<file path="src/rtl/sram_arb_pkg.sv">
// Shared types and constants for the two-port SRAM bank arbiter.
package sram_arb_pkg;

  localparam int unsigned NUM_PORTS  = 2;
  localparam int unsigned PORT_IDX_W = 1;
  localparam int unsigned CNT_WIDTH  = 16;

  typedef logic [PORT_IDX_W-1:0] port_idx_t;

  // One-hot grant vector for a port index.
  function automatic logic [NUM_PORTS-1:0] port_onehot(input port_idx_t p);
    port_onehot    = '0;
    port_onehot[p] = 1'b1;
  endfunction

endpackage

</file>
<file path="src/rtl/rr_arb_2.sv">
// Two-requester grant selection: combinational grant, registered last-grant.
module rr_arb_2
  import sram_arb_pkg::*;
#(
  parameter bit FIXED_PRIO = 1'b0
) (
  input  logic                 clk,
  input  logic                 rst_n,
  input  logic [NUM_PORTS-1:0] req,
  output logic [NUM_PORTS-1:0] gnt_c,
  output port_idx_t            gnt_idx_c,
  output logic                 gnt_any_c
);

  port_idx_t last_grant_q;

  // Port 1 wins when alone, or on a conflict when port 0 had the last grant.
  always_comb begin
    gnt_idx_c = '0;
    gnt_c     = '0;
    if (req[1] && (!req[0] || (!FIXED_PRIO && (last_grant_q == port_idx_t'(0))))) begin
      gnt_idx_c = port_idx_t'(1);
    end
    if (rst_n && (|req)) begin
      gnt_c = port_onehot(gnt_idx_c);
    end
  end

  assign gnt_any_c = |gnt_c;

  // Reset to port 1 so port 0 takes the first conflict.
  always_ff @(posedge clk or negedge rst_n) begin
    if (!rst_n) begin
      last_grant_q <= port_idx_t'(1);
    end else if (gnt_any_c) begin
      last_grant_q <= gnt_idx_c;
    end
  end

endmodule

</file>
<file path="src/rtl/sram_bank_arbiter.sv">
// Two-port arbiter in front of a single-ported SRAM bank with one-cycle read
// latency; tracks how many cycles both ports contended.
module sram_bank_arbiter
  import sram_arb_pkg::*;
#(
  parameter int unsigned ADDR_WIDTH = 13,
  parameter int unsigned DATA_WIDTH = 32,
  parameter int unsigned FIXED_PRIO = 0
) (
  input  logic                                    clk,
  input  logic                                    rst_n,
  input  logic [NUM_PORTS-1:0]                    req_i,
  output logic [NUM_PORTS-1:0]                    gnt_o,
  input  logic [NUM_PORTS-1:0][ADDR_WIDTH-1:0]    addr_i,
  input  logic [NUM_PORTS-1:0]                    we_i,
  input  logic [NUM_PORTS-1:0][DATA_WIDTH/8-1:0]  be_i,
  input  logic [NUM_PORTS-1:0][DATA_WIDTH-1:0]    wdata_i,
  output logic [NUM_PORTS-1:0]                    rvalid_o,
  output logic [NUM_PORTS-1:0][DATA_WIDTH-1:0]    rdata_o,
  output logic                                    en_o,
  output logic [ADDR_WIDTH-1:0]                   addr_o,
  output logic                                    we_o,
  output logic [DATA_WIDTH/8-1:0]                 be_o,
  output logic [DATA_WIDTH-1:0]                   wdata_o,
  input  logic [DATA_WIDTH-1:0]                   rdata_i,
  input  logic                                    clr_cnt_i,
  output logic [CNT_WIDTH-1:0]                    conflict_cnt_o
);

  localparam logic [CNT_WIDTH-1:0] CNT_MAX = '1;

  port_idx_t            gnt_idx;
  logic                 gnt_any;
  logic                 rsp_valid_q;
  port_idx_t            rsp_port_q;
  logic [CNT_WIDTH-1:0] cnt_q;
  logic                 conflict;

  rr_arb_2 #(
    .FIXED_PRIO (FIXED_PRIO != 0)
  ) u_arb (
    .clk       (clk),
    .rst_n     (rst_n),
    .req       (req_i),
    .gnt_c     (gnt_o),
    .gnt_idx_c (gnt_idx),
    .gnt_any_c (gnt_any)
  );

  // SRAM request mux; idle cycles park on port 0 with strobes low.
  always_comb begin
    en_o    = 1'b0;
    we_o    = 1'b0;
    be_o    = '0;
    addr_o  = addr_i[0];
    wdata_o = wdata_i[0];
    if (gnt_any) begin
      en_o    = 1'b1;
      we_o    = we_i[gnt_idx];
      be_o    = be_i[gnt_idx];
      addr_o  = addr_i[gnt_idx];
      wdata_o = wdata_i[gnt_idx];
    end
  end

  // Response pipeline: remember who was granted, answer one cycle later.
  always_ff @(posedge clk or negedge rst_n) begin
    if (!rst_n) begin
      rsp_valid_q <= 1'b0;
      rsp_port_q  <= '0;
    end else begin
      rsp_valid_q <= gnt_any;
      if (gnt_any) begin
        rsp_port_q <= gnt_idx;
      end
    end
  end

  // Read data is shared; only the addressed port sees rvalid.
  always_comb begin
    rvalid_o = '0;
    rdata_o  = '0;
    for (int unsigned p = 0; p < NUM_PORTS; p++) begin
      rvalid_o[p] = rsp_valid_q && (rsp_port_q == port_idx_t'(p));
      rdata_o[p]  = rdata_i;
    end
  end

  assign conflict = &req_i;

  // Saturating contention counter; clear dominates increment.
  always_ff @(posedge clk or negedge rst_n) begin
    if (!rst_n) begin
      cnt_q <= '0;
    end else if (clr_cnt_i) begin
      cnt_q <= '0;
    end else if (conflict && (cnt_q != CNT_MAX)) begin
      cnt_q <= cnt_q + CNT_WIDTH'(1);
    end
  end

  assign conflict_cnt_o = cnt_q;

endmodule

</file>
<file path="config.mk">
export PLATFORM = sky130hd
export DESIGN_NAME = sram_bank_arbiter
export DESIGN_NICKNAME = d
export VERILOG_FILES = /design/src/rtl/sram_arb_pkg.sv /design/src/rtl/rr_arb_2.sv /design/src/rtl/sram_bank_arbiter.sv
export SDC_FILE = /design/constraint.sdc
export NUM_CORES = 1
export LEC_CHECK = 0
export CAP_MARGIN = 30
export CORE_AREA = 2 2 105 107
export DETAILED_ROUTE_END_ITERATION = 6
export DIE_AREA = 0 0 107 109
export HOLD_SLACK_MARGIN = 0.06
export PLACE_DENSITY = 0.66
export SLEW_MARGIN = 20
export SYNTH_ARGS = -nofsm -noshare
export SYNTH_HDL_FRONTEND = slang
export SYNTH_SLANG_ARGS = --single-unit
</file>
<file path="constraint.sdc">
create_clock -name clk -period 2.26 [get_ports clk]
set_clock_uncertainty 0.2 [all_clocks]
set_input_delay 0.339 -clock clk [delete_from_list [all_inputs] [get_ports clk]]
set_output_delay 0.339 -clock clk [all_outputs]
set_load 0.01 [all_outputs]
</file>
# --- Word level (Yosys, flattened, before mapping) ---
# Index checks and enable logic that the tools add are counted.
word_totals:
  regBits: 19
  latch_bits: 0
  ram_bits: 0
  mem_bits_ro: 0
  mem_count: 0
op_classes:
  n_addsub: 1
  n_mul: 0
  div_mod_pow: 0
  magnitude_cmp: 2
  n_eq_ne: 1
  n_shift: 0
  n_mux: 19
  bitwise: 2
  reduce_logical: 12
op_table:
  columns: ["cell", "count"]
  rows:
  - ["two-way mux 32 bit", 3]
  - ["two-way mux 13 bit", 3]
  - ["two-way mux 16 bit", 2]
  - ["adder 16 x 1 -> 16 bit, second input constant", 1]
  - ["!= test 16 bit, second input constant", 1]
  - ["two-way mux 4 bit", 3]
  - ["logical AND 1 bit", 6]
  - ["two-way mux 1 bit", 6]
  - ["OR reduction 2 bit", 2]
  - ["< comparator 1 x 2 -> 1 bit, second input constant", 1]
  - ["two-way mux 2 bit", 1]
  - ["inverter 1 bit", 2]
  - ["AND reduction 2 bit", 1]
  - ["nonzero test 2 bit", 1]
  - ["demux 1 bit (select 1 bit)", 1]
  - [">= comparator 1 bit, second input constant", 1]
  - ["logical NOT 1 bit", 1]
  - ["logical OR 1 bit", 1]

# --- Longest topological paths before layout ---
depth:
  word_depth: 11
  ltp_mapped: 6
  depth_no_buf: 5

# --- Cells and area by module ---
# A second synthesis with hierarchy kept.
hier_totals:
  hier_cells: 234
  hier_area_um2: 2145.8
modules_own_cells:
  columns: ["mod", "n_inst", "cells_per_inst", "area_per_inst_um2"]
  rows:
  - ["sram_bank_arbiter", 1, 225, 2070.7]
  - ["rr_arb_2", 1, 9, 75.1]

# --- Worst setup path before layout ---
# No wires, ideal clock.
synth_path:
  path_type: "flip-flop to flip-flop"
  start: "register cnt_q[0], in the netlist conflict_cnt_o[0]"
  end: "register cnt_q[1], in the netlist conflict_cnt_o[1]"
  setup_ps: 132
  t_arrival_ps: 1659
  required_time_ps: 1928
  path_slack_ps: 269
  path_stages_with_launch: 7
  n_path_buf: 1
  path_cell_list: "dfrtp_1 -> ha_1 -> nand3_1 -> o41ai_2 -> buf_6 -> mux2i_1 -> nor2_1"
synth_between:
  elab_chain_cells: 3
  elab_cells_between_ends: 6
  cone_classes: "1 x add/sub; 1 x eq/ne; 2 x mux; 2 x reduce/logical"
synth_rtl:
  columns: ["element", "line_no", "rtl"]
  rows:
  - ["from (decl)", "sram_bank_arbiter.sv:36", "logic [CNT_WIDTH-1:0] cnt_q;"]
  - ["from (signal assigned)", "sram_bank_arbiter.sv:98", "cnt_q <= cnt_q + CNT_WIDTH'(1);"]
  - ["adder 16 x 1 -> 16 bit or != test 16 bit (tied branches)", "sram_bank_arbiter.sv:98, sram_bank_arbiter.sv:97", null]
  - ["two-way mux 16 bit or logical AND 1 bit (tied branches)", "sram_bank_arbiter.sv:97", "end else if (conflict && (cnt_q != CNT_MAX)) begin"]
  - ["two-way mux 16 bit or nonzero test 2 bit (tied branches)", null, null]
# Parallel ways exist; a longest one is shown, timed or not. The select of a mux whose other input is x is not followed.
# A chain may end at the register's enable or synchronous reset.

# --- Worst setup path after layout ---
layout_path:
  start: "register u_arb.last_grant_q"
  end: "output be_o[0]"
layout_between:
  elab_chain_cells: 11
  elab_cells_between_ends: 14
  cone_classes: "2 x order compare; 7 x mux; 1 x bitwise; 4 x reduce/logical"
layout_rtl:
  columns: ["element", "line_no", "rtl"]
  rows:
  - ["from (decl)", "rr_arb_2.sv:15", "port_idx_t last_grant_q;"]
  - ["from (signal assigned)", "rr_arb_2.sv:34", "last_grant_q <= port_idx_t'(1);"]
  - ["from (signal assigned)", "rr_arb_2.sv:36", "last_grant_q <= gnt_idx_c;"]
  - ["inverter 1 bit *", "rr_arb_2.sv:21", "if (req[1] && (!req[0] || (!FIXED_PRIO && (last_grant_q == port_idx_t'(0))))) begin"]
  - ["logical OR 1 bit *", "rr_arb_2.sv:21", null]
  - ["logical AND 1 bit *", "rr_arb_2.sv:21", null]
  - ["two-way mux 1 bit *", "rr_arb_2.sv:21", null]
  - ["< comparator 1 x 2 -> 1 bit (not written as such) or >= comparator 1 bit (tied branches)", "sram_arb_pkg.sv:13", "port_onehot[p] = 1'b1;"]
  - ["logical AND 1 bit (not written as such)", "sram_arb_pkg.sv:13", null]
  - ["two-way mux 1 bit (not written as such)", "sram_arb_pkg.sv:13", null]
  - ["demux 1 bit (select 1 bit)", null, null]
  - ["two-way mux 2 bit", "rr_arb_2.sv:24", "if (rst_n && (|req)) begin"]
  - ["OR reduction 2 bit", "rr_arb_2.sv:29", "assign gnt_any_c = |gnt_c;"]
  - ["two-way mux 4 bit *", "sram_bank_arbiter.sv:57", "if (gnt_any) begin"]
  - ["to (decl)", "sram_bank_arbiter.sv:23", "output logic [DATA_WIDTH/8-1:0] be_o,"]
# Every way passes the cells marked *; elsewhere a longest branch is shown, timed or not. The select of a mux whose other input is x is not followed.

==> metrics.txt <==
status=finished, final reports clean; Final Hold Vio Count=0; Required @ worst endpoint=1.72 ns; PnR worst setup slack=0.0334 ns; CTS sink cnt=19; total gr overflow=0; vias post-DR=2643; Slew HR=64.8%; routed vias/inst=4.43; slowest CP cell=dfstp_2; P per Cell Area=322 mW/mm^2; Die Ht=109 microns; DRC=0; synth unique cells=35; Netlist Area Pre-Place=0.00211 sq mm; final instance area=0.00371 sq mm; worst skew pair latency=0.26 ns; pre-CTS setup slack=-0.523 ns; Startpoint Class=register; post-route ant nets=0; Max-Cap Viols=0; clk buf depth=2; f_max=0.449 GHz; period utilization=98.5%; net count after synthesis=465; Die Width=107 microns; Seq cells post-synth=19; most frequent cells in the layout=nand2_1, clkdlybuf4s50_1, buf_2; GRT Util Overall=15.7%; DR WL/cell=16.5 microns; I/O Pins=272; DIE AREA=0.0117 sq mm; Final GP Congestion=0.786; total wire length=9860 microns; internal reg-to-reg setup slack=0.27 ns; P_leak=1.74 nW; Critical Path Sink Type=output port; Final Slew Violations=0; CTS buffer count=3; # port buffers=175; DR pass1 iterations=4; Mapped Cells=327; Layout Nets=596; FP Rows=38; Synth area leaders=nand2_1, buf_4, dfrtp_1; # diodes=0; pin count of the biggest net entering global routing=24; First DRT Iteration DRCs=138; CP peak stage delay=0.54 ns; CTS root buf=clkbuf_8; crit path DAT=1.69 ns; final setup vio count=0; Worst-path clk slew=0.07 ns; starting density of the core=19.9%; placed inst area=0.00365 sq mm; Crit Reg-Reg Endpoint=conflict_cnt_o[15]; most common cell after layout, fill and taps aside=nand2_1; Final Hold Slack=0.188 ns; worst min path class=in -> async; first-pass GRT wire length=14200 microns; htree depth=1; Least-Margin Pin Slew=0.523 ns; antenna violations before repair=0; Area Growth Syn to Fin=76.0%; Yosys top cell area share=25.7%; reg2reg path depth=5; number of global-route vias before repair=2607; Avg Inst Size Synth=6.44 sq um; post-layout min period=2.23 ns; critical path type=reg -> out; unrepaired setup endpoints after global routing=yes; Ys Warns=0; worst-path cell chain=nand2_2 > nand3_4 > clkinv_4 > bufbuf_16 > a22o_4 > buf_6; reg2reg start=conflict_cnt_o[0]; Peak VDD IR=219 uV; Finished Core Util=35.0%; share of layout cells above drive strength 1=19.9%; sequential-to-total area share from yosys stat=22.6%; DPL Wire Length=7160 microns; Core Area=0.0106 sq mm; Synth area leader=nand2_1; maximum fanout along the worst path=11; CTS tree=yes
## cells in the mapped netlist, drive strengths merged
| cell | count |
|---|---|
| a21oi | 14 |
| a22o | 5 |
| and2 | 2 |
| and3 | 2 |
| and4 | 1 |
| buf | 70 |
| clkbuf | 7 |
| clkinv | 1 |
| dfrtp | 18 |
| dfstp | 1 |
| ha | 1 |
| inv | 4 |
| mux2 | 1 |
| mux2i | 1 |
| nand2 | 144 |
| nand2b | 1 |
| nand3 | 8 |
| nand3b | 1 |
| nand4 | 5 |
| nor2 | 4 |
| nor2b | 2 |
| nor3 | 2 |
| nor4 | 1 |
| o21ai | 8 |
| o31ai | 7 |
| o41ai | 1 |
| or2 | 1 |
| or3 | 7 |
| or4 | 6 |
| xor2 | 1 |
## registers in the layout (all words and copies together), names as in the netlist
register	flops
conflict_cnt_o	16
u_arb.last_grant_q	1
rsp_port_q	1
rsp_valid_q	1
## per-stage QoR
| stage | total power (W) | setup TNS, ns | std cells |
|---|---|---|---|
| 6_report | 0.00119 | 0 | 597 |
| 2_1_floorplan | 0.000652 | 0 | 327 |
| 3_3_place_gp | 0.000964 | -17.10 | 581 |
| 3_5_place_dp | 0.000968 | -18.19 | 581 |
| 4_1_cts | 0.00123 | -0.257 | 598 |
| 5_1_grt | 0.00127 | -0.113 | 597 |
## power by group
group,internal (W),switching [W]
registers,0.000350,0.00000695
clock network,0.000123,0.000123
logic,0.000338,0.000253
## metal layers
metal / up-vias / global-route usage, % / share of wire (%)
li1: 1274 / - / -
met1: 1224 / 20.0 / 40
met2: 128 / 27.0 / 50
met3: 17 / 4.00 / 7.9
met4: 0 / 3.53 / 1.8
met5: - / 0 / 0
## cell families after synthesis
family | synth area share, %
buf+inv | 26.4
xor+xnor | 0.416
flops | 22.6
simple gates | 38.4
fa+ha+maj | 0.594
compound gates | 10.6
mux | 1.01
## layout make-up
type / count / area, sq um
Fill cell: 1147 / 6890
Timing Repair Buffer: 203 / 1870
Multi-Input combinational cell: 226 / 1110
Sequential cell: 19 / 477
Tap cell: 140 / 175
Clock buffer: 3 / 41.3
Inverter: 5 / 23.8
Clock inverter: 1 / 5.00
## worst max-delay path: cells and delay by family (launching register included)
family | cells | cell delay (ns)
DFF | 1 | 0.54
buffers and inverters | 3 | 0.48
AOI/OAI and AO/OA | 1 | 0.24
and+or+nand+nor | 2 | 0.18
## worst max path at each step
stage	cells past startpoint	from	slack (ns)	end
final	6	u_arb.last_grant_q	0.03	be_o[0]
after global placement	6	rst_n	-0.49	be_o[0]
after global routing	6	u_arb.last_grant_q	-0.03	be_o[3]
after CTS	7	u_arb.last_grant_q	-0.03	wdata_o[3]
after floorplan	6	conflict_cnt_o[0]	0.27	conflict_cnt_o[1]
after detailed placement	6	rst_n	-0.52	be_o[0]
## repair_timing
item,4_1_cts,5_1_grt
setup endpoints to repair,53,37
gates resized for setup,174,30
setup buffers,6,0
hold endpoints to repair,7,0
hold buffers,3,0
pin swaps,1,1
cloned,4,1
(Power assumes the default switching activity.)
